$ cat config.mk
export PLATFORM = sky130hd
export DESIGN_NAME = seven_seg_capture
export DESIGN_NICKNAME = d
export VERILOG_FILES = /design/src/rtl/seven_seg_capture.sv
export SDC_FILE = /design/constraint.sdc
export NUM_CORES = 1
export LEC_CHECK = 0
export CAP_MARGIN = 15
export CORE_AREA = 4 4 116 118
export DETAILED_ROUTE_END_ITERATION = 12
export DIE_AREA = 0 0 120 122
export PLACE_DENSITY = 0.5
export SLEW_MARGIN = 20
export SYNTH_ARGS = -nofsm -noshare
export SYNTH_HDL_FRONTEND = slang
export SYNTH_SLANG_ARGS = --single-unit
$ cat constraint.sdc
create_clock -name clk -period 2.35 [get_ports clk]
set_input_delay 0.47 -clock clk [delete_from_list [all_inputs] [get_ports clk]]
set_output_delay 0.47 -clock clk [all_outputs]
set_load 0.005 [all_outputs]
$ cat src/rtl/seven_seg_capture.sv
// seven_seg_capture: watches a multiplexed 4-digit seven-segment bus and rebuilds the
// hex value shown, publishing a frame once every position has been captured.
module seven_seg_capture #(
    parameter int STABLE_CYCLES = 4
) (
    input  logic        clk,
    input  logic        reset,
    input  logic [6:0]  seg,
    input  logic [3:0]  an,
    output logic [15:0] digits,
    output logic [3:0]  blank,
    output logic        frame_valid,
    output logic        err
);
    typedef enum logic {WAIT, LOCKED} state_t;
    state_t      state_q, state_d;
    logic [6:0]  seg_q;
    logic [3:0]  an_q;
    logic [10:0] prev_q;
    logic [7:0]  cnt_q, cnt_d;
    logic [15:0] shadow_q, shadow_d;
    logic [3:0]  sblank_q, sblank_d, seen_q, seen_d;
    logic        changed, onehot, accept, complete;
    logic [4:0]  dec;
    logic [1:0]  pos;

    // dec[4] flags a decodable pattern; all-dark decodes as value 0
    always_comb begin
        case (seg_q)
            7'h7e, 7'h00: dec = 5'h10;
            7'h30: dec = 5'h11;
            7'h6d: dec = 5'h12;
            7'h79: dec = 5'h13;
            7'h33: dec = 5'h14;
            7'h5b: dec = 5'h15;
            7'h5f: dec = 5'h16;
            7'h70: dec = 5'h17;
            7'h7f: dec = 5'h18;
            7'h7b: dec = 5'h19;
            7'h77: dec = 5'h1a;
            7'h1f: dec = 5'h1b;
            7'h4e: dec = 5'h1c;
            7'h3d: dec = 5'h1d;
            7'h4f: dec = 5'h1e;
            7'h47: dec = 5'h1f;
            default: dec = 5'h00;
        endcase
    end

    always_comb begin
        changed  = {seg_q, an_q} != prev_q;
        onehot   = (an_q != 4'd0) && ((an_q & (an_q - 4'd1)) == 4'd0);
        pos      = an_q[3] ? 2'd3 : an_q[2] ? 2'd2 : an_q[1] ? 2'd1 : 2'd0;
        cnt_d    = (changed || !onehot) ? 8'd0 : cnt_q + {7'd0, cnt_q != 8'hFF};
        // a change edge may itself accept when only one stable sample is required
        accept   = onehot && (changed || state_q == WAIT) && cnt_d == 8'(STABLE_CYCLES - 1);
        state_d  = accept ? LOCKED : changed ? WAIT : state_q;
        complete = seen_q == 4'hF;
        seen_d   = complete ? 4'h0 : seen_q;
        shadow_d = shadow_q;
        sblank_d = sblank_q;
        if (accept) begin
            seen_d[pos] = dec[4];
            if (dec[4]) begin
                shadow_d[{pos, 2'b00} +: 4] = dec[3:0];
                sblank_d[pos] = seg_q == 7'h00;
            end
        end
    end

    always_ff @(posedge clk) begin
        if (reset) begin
            seg_q       <= '0;
            an_q        <= '0;
            prev_q      <= '0;
            cnt_q       <= '0;
            state_q     <= WAIT;
            shadow_q    <= '0;
            sblank_q    <= '0;
            seen_q      <= '0;
            digits      <= '0;
            blank       <= 4'hF;
            frame_valid <= 1'b0;
            err         <= 1'b0;
        end else begin
            seg_q       <= seg;
            an_q        <= an;
            prev_q      <= {seg_q, an_q};
            cnt_q       <= cnt_d;
            state_q     <= state_d;
            shadow_q    <= shadow_d;
            sblank_q    <= sblank_d;
            seen_q      <= seen_d;
            frame_valid <= complete;
            err         <= accept && !dec[4];
            if (complete) begin
                digits <= shadow_q;
                blank  <= sblank_q;
            end
        end
    end
endmodule

Word level (Yosys, flattened, before mapping)
Index checks and enable logic that the tools add are counted.
{ "totals": {"ff_bits": 77, "input_bits": 13, "output_inout_bits": 22, "wordCells": 70} }
{ "op_classes": {"n_addsub": 3, "n_bitwise": 2, "muxes": 14, "reduce_logical": 15, "eq_ne": 20, "n_shift": 2, "order_cmp": 2} }
{ "op_table": {"columns": ["op", "count"], "rows": [
  ["$eq 7x7->1 const B", 12],
  ["$pmux 5 s16", 1],
  ["$eq 7x6->1 const B", 3],
  ["$bwmux 16", 1],
  ["$shift 4x6->16 const A", 1],
  ["$shiftx 4x6->16", 1],
  ["$ne 11x11->1", 1],
  ["$add 8x1->8", 1],
  ["$bwmux 4", 2],
  ["$eq 8x2->1 const B", 1],
  ["$mux 4", 2],
  ["$mux 8", 1],
  ["$ne 8x8->1 const B", 1],
  ["$eq 7x5->1 const B", 1],
  ["$logic_not 7->1", 1],
  ["$neg 4->6", 1],
  ["$logic_and 1x1->1", 5],
  ["$and 4x4->4", 1],
  ["$eq 4x4->1 const B", 1],
  ["$logic_not 4->1", 1],
  ["$mux 1", 4],
  ["$mux 2", 2],
  ["$reduce_bool 4->1", 1],
  ["$sub 4x1->4 const B", 1],
  ["other kinds (9)", 11]
]} }

Logic depth before layout (Yosys ltp)
{ "depth": {"depth_word": 10, "mapped_depth": 13, "mapped_depth_nobuf": 10} }

Least setup slack after synthesis
Ideal clock, no wire load.
{ "synth_timing": {"path_type": "flip-flop to flip-flop", "startpoint": "register cnt_q[1]", "endpoint": "register shadow_q[11]", "setup_time_ps": 72, "t_arrival_ps": 2455, "period_less_slack_ps": 2527, "path_stages_with_launch": 12, "path_slack_ps": -177, "t_required_ps": 2278, "n_path_buf": 1, "path_cell_list": "dfxtp_1 > buf_2 > nand4_1 > nor2_1 > nand2_1 > ha_1 > or3b_1 > nor4_2 > nand4_1 > or3_4 > a211oi_4 > mux2i_1"} }
{ "synth_between": {"elab_chain_len": 6} }
{ "synth_lines": {"columns": ["item", "line_no", "source"], "rows": [
  ["start, declared", "20", "logic [7:0] cnt_q, cnt_d;"],
  ["start signal, assigned", "89", "cnt_q <= cnt_d;"],
  ["$ne 8x8->1", "54", "cnt_d = (changed || !onehot) ? 8'd0 : cnt_q + {7'd0, cnt_q != 8'hFF};"],
  ["$add 8x1->8 (*)", "54", null],
  ["$mux 8 (*)", "54", null],
  ["$eq 8x2->1 (*)", "56", "accept = onehot && (changed || state_q == WAIT) && cnt_d == 8'(STABLE_CYCLES - 1);"],
  ["$logic_and 1x1->1 (*)", "56", null],
  ["$reduce_and 2->1 (no line) (*)", null, null],
  ["end signal, assigned", "91", "shadow_q <= shadow_d;"],
  ["end, declared", "21", "logic [15:0] shadow_q, shadow_d;"]
]} }
Mark *: on every way between the ends. The rest lies on a longest branch, timed or not.
A chain may end at the register's enable or synchronous reset.

Final worst setup path
{ "layout_timing": {"startpoint": "register cnt_q[6]", "endpoint": "register shadow_q[12]"} }
The elaborated chain is that of the path after synthesis.

==> impl_metrics.env <==
export IMPL_run_status="finished, violations left"
export IMPL_violations="setup timing"
export IMPL_crit_path_cell_trace="nand3_2, nor2_1, nand2_1, ha_1, or3b_4, nor4_4, nand4_1, or3_4, a211oi_4, mux2i_1"
export IMPL_pwr_share_seq_pct=45.6
export IMPL_path_buf_inv=0
export IMPL_syn_inst=406
export IMPL_finalHoldViolCount=0
export IMPL_tns_ps=-2300
export IMPL_fmax_mhz=391
export IMPL_yosys_warnings=0
export IMPL_async_flop_share_pct=0
export IMPL_start_util_pct=28.6
export IMPL_dp_slack_ps=-220
export IMPL_wl_per_cell_um=12.3
export IMPL_synth_top_area_share_pct=43.2
export IMPL_nFillCells=1276
export IMPL_p_int_mw=2.31
export IMPL_chipWidth_um=120
export IMPL_syn_nets=428
export IMPL_cts_num_sinks=77
export IMPL_r2r_end="shadow_q[12]"
export IMPL_cpPeakStageDelay_ps=410
export IMPL_p_per_area_nw_per_um2=639
export IMPL_synth_most_common_cell="dfxtp_1"
export IMPL_syn_avg_cell_area_um2=8.78
export IMPL_fp_coreArea_um2=12500
export IMPL_r2r_start="cnt_q[6]"
export IMPL_tightest_slew_ps=797
export IMPL_cp_end_kind="flop"
export IMPL_slew_headroom_pct=46.8
export IMPL_grtUsageTotal_pct=11.4
export IMPL_grt_max_degree=30
export IMPL_nets=479
export IMPL_area_growth_pct=29.9
export IMPL_p_switching_uw=649
export IMPL_startpoint_type="flop"
export IMPL_cts_hold_buffers=0
export IMPL_dpl_cell_area_um2=4230
export IMPL_setup_violations=18
export IMPL_cts_root_buf="clkbuf_16"
export IMPL_overflow=0
export IMPL_wirelength_um=7810
export IMPL_max_vdd_ir_drop_mv=0.292
export IMPL_synthTopCellsByCount="77 x dfxtp_1, 67 x nand2_1, 25 x a21oi_1"
export IMPL_r2r_setup_slack_ps=-210
export IMPL_via_count=2876
export IMPL_slowest_stage="or3_4"
export IMPL_p_clk_share_pct=48.1
export IMPL_die_h_um=122
export IMPL_dieArea_um2=14600
export IMPL_finalInstanceArea_um2=4630
export IMPL_yosysTopAreaCell="dfxtp_1"
export IMPL_max_cap_viol_count=0
export IMPL_min_period_ps=2560
export IMPL_cts_tree="built"
export IMPL_finalCritPeriodShare_pct=109
export IMPL_critPathKind="flop to flop"
export IMPL_hold_class="flop to flop"
export IMPL_synthTopCellsByArea="dfxtp_1 43%, nand2_1 7.1%, nor2b_1 4.0%"
export IMPL_remaining_drc_errors=0
export IMPL_synth_main_ff_cell="dfxtp_1"
export IMPL_drtIter0Drc=96
export IMPL_p_leak_nw=1.69
export IMPL_viasPerCell=4.54
export IMPL_fin_skew_ps=9.64
export IMPL_clkSlewWorstSetupHoldPaths_ps=60
export IMPL_fin_ws_ps=-210
export IMPL_whs_ps=454
export IMPL_ys_ff_latch=77
export IMPL_place_gp_congestion=0.811
export IMPL_portBuffers=34
export IMPL_power_frac_comb_pct=6.2
export IMPL_worst_path_stages=10
export IMPL_cts_buffers_inserted=9
export IMPL_diodes=0
export IMPL_ant_nets=0
export IMPL_clk_path_buf_depth=2
export IMPL_pin_count=35
export IMPL_crit_end="shadow_q[12]"
export IMPL_core_rowCount=41
export IMPL_h_tree_depth=3
export IMPL_final_util_pct=37.1
export IMPL_layout_drive_gt1_share_pct=17.4
export IMPL_switching_share_pct=21.9
export IMPL_cp_startpoint="cnt_q[6]"
export IMPL_first_pass_iters=5
export IMPL_critPathMaxFanout=4
export IMPL_antenna_found_initial=0
export IMPL_arrival_ps=2820
export IMPL_grt_pass1_vias=2786
export IMPL_cp_data_required_time_ps=2610
export IMPL_grt_pass1_wl_um=13300
export IMPL_synth_seq_area_share_pct=43.2
export IMPL_clk_latency_ps=340
export IMPL_rsz0062_at_grt="yes"
export IMPL_synthesis_area_um2=3570
export IMPL_cp_top_family="simple AND/OR/NAND/NOR gates"
export IMPL_synth_cell_type_count=52
export IMPL_synth_edf_count=0
export IMPL_hpwl_um=5560
export IMPL_ff2ff_path_depth=10
export IMPL_drv_slew=0
[how the worst min path moves through the flow]
stage | startpoint | depth (start not counted) | endpoint | slack [ps]
after floorplan | sblank_q[1] | 2 | blank[1] | 430
after global placement | sblank_q[1] | 2 | blank[1] | 440
after detailed placement | digits[9] | 2 | digits[9] | 450
after CTS | digits[9] | 2 | digits[9] | 450
after global routing | shadow_q[3] | 2 | digits[3] | 480
final | digits[9] | 2 | digits[9] | 450
[sequential cells by signal (all words and copies together) (netlist names)]
name         cells
digits          16
cnt_q            8
state_q          1
prev_q          11
sblank_q         4
seg_q            7
err              1
frame_valid      1
seen_q           4
shadow_q        16
blank            4
an_q             4
[worst reg2reg max path: stages, from the launching register on]
cell and delay (ps):
dfxtp_2 330, nand3_2 90, nor2_1 120, nand2_1 80, ha_1 290, or3b_4 390
nor4_4 160, nand4_1 110, or3_4 410, a211oi_4 290, mux2i_1 240
[power by group through the flow]
| stage | logic, mW | registers [mW] | clock network, mW |
|---|---|---|---|
| 6_report | 0.184 | 1.35 | 1.43 |
| 5_1_grt | 0.208 | 1.35 | 1.52 |
| 4_1_cts | 0.185 | 1.35 | 1.47 |
| 3_5_place_dp | 0.182 | 1.38 | 0 |
| 3_3_place_gp | 0.181 | 1.38 | 0 |
| 2_1_floorplan | 0.138 | 1.36 | 0 |
[final cells by class]
cell class	count	area, µm²	area share [%]
multi-input cells	292	1920	41.5
flip-flops and latches	77	1550	33.5
repair buffers	65	587	12.7
clock buffers	12	267	5.76
well taps	172	215	4.65
inverters	12	45.0	0.973
clock inverters	3	43.8	0.946
[per-stage QoR]
| stage | total power [mW] | cells |
|---|---|---|
| finish | 2.96 | 633 |
| global placement | 1.56 | 616 |
| detailed placement | 1.56 | 616 |
| global route | 3.08 | 633 |
| CTS | 3.00 | 633 |
| floorplan | 1.50 | 406 |
[metal layers]
metal	wire, µm	vias up	GRT usage, %
met3	267	10	3.39
met4	140	0	4.72
li1	-	1478	-
met5	0	-	0
met1	3700	1349	14.6
met2	3700	39	17.8
[cell usage in the layout (no fill, tap or decap), types with 10 or more instances in the layout]
cell	count
dfxtp_1	70
nand2_1	67
nor2_1	18
nor2b_1	23
mux2i_1	10
xor2_1	12
inv_1	12
clkdlybuf4s50_1	33
buf_4	26
a21oi_1	23
nand2b_1	18
nand4_1	13
[cells by family after synthesis]
family | share of synthesized area (%)
compound gates | 12.7
flops | 43.2
mux | 3.12
buf+inv | 4.60
simple gates | 28.1
fa+ha+maj | 3.16
xor+xnor | 5.09
[what timing repair did]
action,in CTS,in global routing
cloned,1,0
gates resized for setup,19,10
pin swaps,12,7
endpoints found under the setup margin,23,26
buffers inserted,1,0
No activity file was read; power rests on OpenSTA's default activity.
